## src/rtl/control_unit.sv

```systemverilog
// Multi-cycle control unit: fetches 8-bit instructions from RAM, sequences
// operand fetches and drives register-load / ALU-latch / store pulses.
module control_unit #(
  parameter int                ADDR_W     = 8,
  parameter logic [ADDR_W-1:0] START_ADDR = '0
) (
  input  logic              clock,
  input  logic              reset,
  input  logic              start,
  output logic              ram_enable,
  output logic              we,
  output logic [ADDR_W-1:0] addr,
  output logic [7:0]        ram_wdata,
  input  logic [7:0]        ram_rdata,
  input  logic [9:0]        ula_result,
  output logic              setRegA,
  output logic              setRegB,
  output logic              latch_ula,
  output logic [3:0]        ula_operation,
  output logic [7:0]        operando,
  output logic              busy,
  output logic              halted,
  output logic              error,
  output logic [ADDR_W-1:0] pc
);

  localparam logic [3:0] CLS_NOP  = 4'h0;
  localparam logic [3:0] CLS_LDA  = 4'h1;
  localparam logic [3:0] CLS_LDB  = 4'h2;
  localparam logic [3:0] CLS_ALU  = 4'h3;
  localparam logic [3:0] CLS_STR  = 4'h4;
  localparam logic [3:0] CLS_JMP  = 4'h5;
  localparam logic [3:0] CLS_HALT = 4'hF;

  typedef enum logic [2:0] {
    IDLE, FETCH, DECODE, OPFETCH, OPLOAD, EXEC, HALT
  } state_t;

  state_t            state, state_next;
  logic [7:0]        ir;
  logic [7:0]        operand_q;
  logic [7:0]        operando_q;
  logic [3:0]        ula_op_q;
  logic [ADDR_W-1:0] pc_q;
  logic              error_q;

  // Upper ALU result bits are not stored anywhere.
  logic unused_ula_hi;
  assign unused_ula_hi = ^ula_result[9:8];

  function automatic logic needs_operand(input logic [3:0] cls);
    return (cls == CLS_LDA) || (cls == CLS_LDB) || (cls == CLS_STR) || (cls == CLS_JMP);
  endfunction

  function automatic logic is_illegal(input logic [3:0] cls);
    return !(needs_operand(cls) || cls == CLS_NOP || cls == CLS_ALU || cls == CLS_HALT);
  endfunction

  always_comb begin
    state_next    = state;
    ram_enable    = 1'b0;
    we            = 1'b0;
    addr          = '0;
    ram_wdata     = 8'h00;
    setRegA       = 1'b0;
    setRegB       = 1'b0;
    latch_ula     = 1'b0;
    operando      = operando_q;
    ula_operation = ula_op_q;
    case (state)
      IDLE: if (start) state_next = FETCH;
      FETCH: begin
        ram_enable = 1'b1;
        addr       = pc_q;
        state_next = DECODE;
      end
      DECODE: begin
        if (ram_rdata[7:4] == CLS_NOP)            state_next = FETCH;
        else if (ram_rdata[7:4] == CLS_ALU)       state_next = EXEC;
        else if (needs_operand(ram_rdata[7:4]))   state_next = OPFETCH;
        else                                      state_next = HALT;
      end
      OPFETCH: begin
        ram_enable = 1'b1;
        addr       = pc_q;
        state_next = OPLOAD;
      end
      OPLOAD: state_next = EXEC;
      EXEC: begin
        state_next = FETCH;
        case (ir[7:4])
          CLS_LDA: begin operando = operand_q; setRegA = 1'b1; end
          CLS_LDB: begin operando = operand_q; setRegB = 1'b1; end
          CLS_ALU: begin ula_operation = ir[3:0]; latch_ula = 1'b1; end
          CLS_STR: begin
            ram_enable = 1'b1;
            we         = 1'b1;
            addr       = ADDR_W'(operand_q);
            ram_wdata  = ula_result[7:0];
          end
          default: ;
        endcase
      end
      HALT: if (start) state_next = FETCH;
      default: state_next = IDLE;
    endcase
  end

  always_ff @(posedge clock or negedge reset) begin
    if (!reset) begin
      state      <= IDLE;
      pc_q       <= START_ADDR;
      ir         <= 8'h00;
      operand_q  <= 8'h00;
      operando_q <= 8'h00;
      ula_op_q   <= 4'h0;
      error_q    <= 1'b0;
    end else begin
      state <= state_next;
      case (state)
        IDLE: if (start) pc_q <= START_ADDR;
        HALT: if (start) begin
          pc_q    <= START_ADDR;
          error_q <= 1'b0;
        end
        DECODE: begin
          ir   <= ram_rdata;
          pc_q <= pc_q + ADDR_W'(1);
          if (is_illegal(ram_rdata[7:4])) error_q <= 1'b1;
        end
        OPLOAD: begin
          operand_q <= ram_rdata;
          pc_q      <= pc_q + ADDR_W'(1);
        end
        EXEC: begin
          // Capture what EXEC drove so the datapath controls hold afterwards.
          operando_q <= operando;
          ula_op_q   <= ula_operation;
          if (ir[7:4] == CLS_JMP) pc_q <= ADDR_W'(operand_q);
        end
        default: ;
      endcase
    end
  end

  assign busy   = (state != IDLE) && (state != HALT);
  assign halted = (state == HALT);
  assign error  = error_q;
  assign pc     = pc_q;

endmodule

```

## config.mk

```make
export PLATFORM = sky130hd
export DESIGN_NAME = control_unit
export DESIGN_NICKNAME = d
export VERILOG_FILES = /design/src/rtl/control_unit.sv
export SDC_FILE = /design/constraint.sdc
export NUM_CORES = 1
export LEC_CHECK = 0
export ABC_AREA = 0
export CAP_MARGIN = 25
export CORE_ASPECT_RATIO = 2
export CORE_UTILIZATION = 30
export DETAILED_ROUTE_END_ITERATION = 10
export PLACE_DENSITY = 0.6
export SYNTH_ARGS = -nofsm -noshare
export SYNTH_HDL_FRONTEND = slang
export SYNTH_SLANG_ARGS = --single-unit
```

## constraint.sdc

```tcl
create_clock -name clock -period 2.2 [get_ports clock]
set_input_delay 0.55 -clock clock [delete_from_list [all_inputs] [get_ports clock]]
set_output_delay 0.55 -clock clock [all_outputs]
set_load 0.01 [all_outputs]
```

Word level (Yosys, flattened, before mapping)
Cells that the tools add are included.
Operators by class
  $add $sub $neg: 1
  equal/unequal tests: 22
  muxes and demuxes: 28
  reductions and logical operators: 18
Operator list (count)
  two-way mux 8 bit: 7
  one-hot mux 8 bit (3 select lines): 1
  one-hot mux 3 bit (6 select lines): 1
  equality test 4 x 2 -> 1 bit (second input constant): 4
  equality test 4 x 3 -> 1 bit (second input constant): 4
  one-hot mux 8 bit (2 select lines): 1
  two-way mux 3 bit: 4
  two-way mux 1 bit: 10
  equality test 3 bit (second input constant): 3
  adder 8 x 1 -> 8 bit (second input constant): 1
  equality test 4 x 1 -> 1 bit (second input constant): 2
  two-way mux 4 bit: 2
  OR reduction 2 bit: 4
  equality test 3 x 2 -> 1 bit (second input constant): 2
  logical OR 1 bit: 6
  inequality test 2 bit (second input constant): 3
  AND reduction 3 bit: 2
  nonzero test 3 bit: 2
  equality test 4 bit (second input constant): 1
  zero test 4 bit: 1
  one-hot mux 1 bit (2 select lines): 2
  equality test 3 x 1 -> 1 bit (second input constant): 1
  zero test 3 bit: 1
  inequality test 3 bit (second input constant): 1
  3 further kinds: 3
Storage, ports and cells
  flip-flop bits (word level): 40
  input port bits: 21
  word-level logic and storage cells: 76

Logic depth before layout (Yosys ltp)
Gate-level depths: netlist of the first run.
  word-level depth: 9
  mapped depth: 6

Worst setup path after synthesis of the first run
No wires, ideal clock.
  path type: register to output
  start: reg ir[5]
  end: out addr[5]
  data arrival time: 1.613 ns
  setup slack: 0.037 ns
  cell stages (with the launch flop): 6
  buffers on the path: 2
  cell sequence: dfrtp_1 > buf_2 > or3b_2 > nor3_4 > buf_2 > a22o_1
On the way
  word-level cells in the longest chain between the ends: 3
RTL lines
  start: declaration: RTL line 40  | logic [7:0] ir;
  start signal: assignment: RTL line 127  | ir <= ram_rdata;
  equality test 4 x 3 -> 1 bit: RTL line 91  | case (ir[7:4])
  two-way mux 8 bit: RTL line 91
  one-hot mux 8 bit (2 select lines): RTL line 70  | case (state)
  end: declaration: RTL line 12  | output logic [ADDR_W-1:0] addr,
No other way between the ends.

Worst setup path after layout of the first run
  start: reg ir[5]
  end: out addr[7]
Same word-level chain as after synthesis.

==> results.sh, run 1 <==
export IMPL_critPathKind="flop to output port"
export IMPL_vias_per_cell=5.07
export IMPL_fin_worst_skew_ns=0.00331
export IMPL_grt_start_max_net_pins=41
export IMPL_rr_endpoint="operando_q[2]"
export IMPL_synthAdderAreaFrac=0.00549
export IMPL_worstSetupEndpointType="output port"
export IMPL_final_antenna_net_count=0
export IMPL_ir_drop_uv=754
export IMPL_synth_edf_count=0
export IMPL_switching_share=0.362
export IMPL_grt_ovfl_total=0
export IMPL_synth_warnings=0
export IMPL_grt_pass1_wl_um=10400
export IMPL_syn_inst=195
export IMPL_rrSetupSlack_ns=0.34
export IMPL_fin_crit_sh=1.11
export IMPL_power_frac_comb=0.519
export IMPL_ios=65
export IMPL_setup_viol=31
export IMPL_slew_headroom=0.644
export IMPL_cts_tree="done"
export IMPL_post_route_util=0.489
export IMPL_syn_area_um2=2280
export IMPL_clk_pin_slew_ns=0.06
export IMPL_crit_fanout=6
export IMPL_synth_seq_cells=40
export IMPL_h_tree_depth=2
export IMPL_p_seq_frac=0.301
export IMPL_yosys_area_top_type="dfrtp_1"
export IMPL_route_detailed_drc=0
export IMPL_worstPathArrival_ns=1.89
export IMPL_placementRows=44
export IMPL_wire_per_inst_um=16.0
export IMPL_violations="negative setup slack"
export IMPL_post_route_min_period_ns=2.44
export IMPL_power_density_nw_per_um2=1330
export IMPL_p_leak_uw=0.00163
export IMPL_n_antenna_cell=0
export IMPL_synth_async_reset_ratio=1.00
export IMPL_numPortBuffers=62
export IMPL_first_pass_iters=4
export IMPL_synth_top_family_by_area="multiplexers"
export IMPL_synth_compound_area_share=0.132
export IMPL_startpoint_type="flop"
export IMPL_max_cap_violations=0
export IMPL_placed_cells=367
export IMPL_wl_um=6300
export IMPL_cts_made_buffers=5
export IMPL_pwr_share_clk=0.179
export IMPL_synth_nets=217
export IMPL_synth_area_mux_share=0.214
export IMPL_drive_above_1_share=0.503
export IMPL_syn_to_final_growth_pct=57.1
export IMPL_fill_cells=683
export IMPL_synth_commonest_cells="dfrtp_1 (40), mux2_2 (38), nand3_1 (11)"
export IMPL_critPathRequiredTime_ns=1.65
export IMPL_die_area_um2=7960
export IMPL_synth_ff_type="dfrtp_1"
export IMPL_cts_root_buf="clkbuf_16"
export IMPL_yosysMostFrequentCell="dfrtp_1"
export IMPL_syn_avg_cell_area_um2=11.7
export IMPL_netlist_top_cells_area="dfrtp_1 (44%), mux2_2 (19%), a22o_1 (3.1%)"
export IMPL_die_x_um=63.6
export IMPL_fin_cells=394
export IMPL_yosysUniqueCellTypes=46
export IMPL_synth_xor_area_frac=0.00769
export IMPL_synth_top_cell_area_share=0.440
export IMPL_worst_pin_slew_ns=0.535
export IMPL_r2r_start="state[1]"
export IMPL_yosys_area_share_simple=0.166
export IMPL_status="finished, violations left"
export IMPL_worst_r2r_path_depth=7
export IMPL_grt_pass1_vias=2041
export IMPL_track_usage=0.171
export IMPL_gp_congestion=0.783
export IMPL_cts_sinks=40
export IMPL_cts_buffer_depth=2
export IMPL_timing_final_ws_setup_ns=-0.239
export IMPL_seq_area_um2=1000
export IMPL_max_freq_ghz=0.410
export IMPL_setup_tns_final_ns=-5.76
export IMPL_hpwl_um=4480
export IMPL_multi_input_area_um2=1260
export IMPL_p_int_uw=3050
export IMPL_finalMaxSlewViolations=0
export IMPL_first_iter_violations=54
export IMPL_hold_class="input pin to async pin"
export IMPL_num_vias=1998
export IMPL_hold_viol=0
export IMPL_p_switching_uw=1730
export IMPL_hold_ws_ns=0.319
export IMPL_antenna_found_initial=0
export IMPL_ys_seq_area_frac=0.440
export IMPL_rsz0062_at_grt="true"
export IMPL_power_total_uw=4770
export IMPL_coreArea_um2=7320
export IMPL_initial_core_util=0.311
export IMPL_die_h_um=125
export IMPL_fin_nets=323
export IMPL_insertion_delay_ns=0.29
flip-flops by register name (all words and copies together) (netlist names):
| name | cells |
|---|---|
| state | 3 |
| ir | 8 |
| pc | 8 |
| operand_q | 8 |
| error | 1 |
| operando_q | 8 |
| ula_op_q | 4 |
worst max-delay path by stage:
stage	to	cells after the start	start
finish	addr[7]	7	ir[5]
global route	addr[7]	7	ir[5]
detailed placement	addr[6]	6	ir[5]
global placement	addr[4]	5	ir[5]
floorplan	addr[5]	5	ir[5]
CTS	addr[6]	7	ir[7]
metal layers:
layer | up-vias | wire, um | GRT usage
li1 | 948 | - | -
met4 | 0 | 174 | 0.0909
met5 | - | 0 | 0
met2 | 55 | 3550 | 0.315
met1 | 986 | 2350 | 0.176
met3 | 9 | 229 | 0.0319
layout make-up:
type,count,share of cell area
Inverter,3,0.00315
Sequential cell,40,0.280
Tap cell,92,0.0322
Clock buffer,5,0.0350
Clock inverter,3,0.0129
Multi-Input combinational cell,143,0.353
Timing Repair Buffer,108,0.284
power groups by stage:
stage | clock network (uW) | registers (uW) | logic [uW]
after floorplan | 0 | 1370 | 1320
after global placement | 0 | 1430 | 2330
after detailed placement | 0 | 1450 | 2360
after CTS | 876 | 1430 | 2470
after global routing | 904 | 1490 | 2670
final | 857 | 1440 | 2480
kinds of logic after synthesis:
| family | after synthesis |
|---|---|
| simple gates | 59 |
| mux | 42 |
| flops | 40 |
| compound gates | 38 |
| buf+inv | 13 |
| xor+xnor | 2 |
| fa+ha+maj | 1 |
critical path, stage by stage (launching register included):
cell	delay, ns
dfrtp_1	0.38
or3b_4	0.41
buf_6	0.13
nor3_4	0.18
buf_12	0.16
buf_8	0.10
a22o_1	0.13
buf_2	0.12
repair_timing:
item,4_1_cts,5_1_grt
hold buffers,0,0
endpoints found under the setup margin,35,34
pin swaps,18,11
resized for setup,168,19
buffers inserted,18,4
gates cloned,2,0
metrics by stage:
step,area (um^2),worst slack (ns)
after CTS,3540,-0.313
after detailed placement,3180,-0.345
after global placement,3180,-0.345
after global routing,3580,-0.344
final,3580,-0.239
after floorplan,2280,0.0368
cell usage in the layout (no fill, tap or decap), types with 2 or more instances in the layout:
cell type	Yosys	final
inv_1	2	2
o21ai_0	3	3
and2_4	0	7
nand3_1	11	11
a2bb2oi_1	4	4
and4_1	2	2
buf_2	3	12
nand4_1	2	2
and2b_1	2	2
buf_4	1	31
nor3_4	2	2
o22ai_1	3	3
a32oi_1	3	3
nor2_1	8	8
dlygate4sd2_1	0	2
mux2_4	4	5
a22o_1	8	8
dfrtp_1	40	40
a22oi_1	3	3
mux2_2	38	37
and2_1	9	2
a21oi_1	4	4
nor3b_4	1	2
buf_12	0	3
nand2_1	8	8
clkdlybuf4s50_1	0	26
o31a_1	2	2
and3_1	3	2
buf_6	3	33
clkbuf_16	0	5
o211ai_1	4	4
Note: power is estimated with default switching activity, not from simulation.
==> run 2, diff against run 1 <==
--- a/config.mk
+++ b/config.mk
@@ -6,6 +6,7 @@
 export NUM_CORES = 1
 export LEC_CHECK = 0
 export ABC_AREA = 0
+export ABC_CLOCK_PERIOD_IN_PS = 2200
 export CAP_MARGIN = 25
 export CORE_ASPECT_RATIO = 2
 export CORE_UTILIZATION = 30
==> results of run 2 <==
The final DEF is identical to that of run 1; final timing and power are the same.
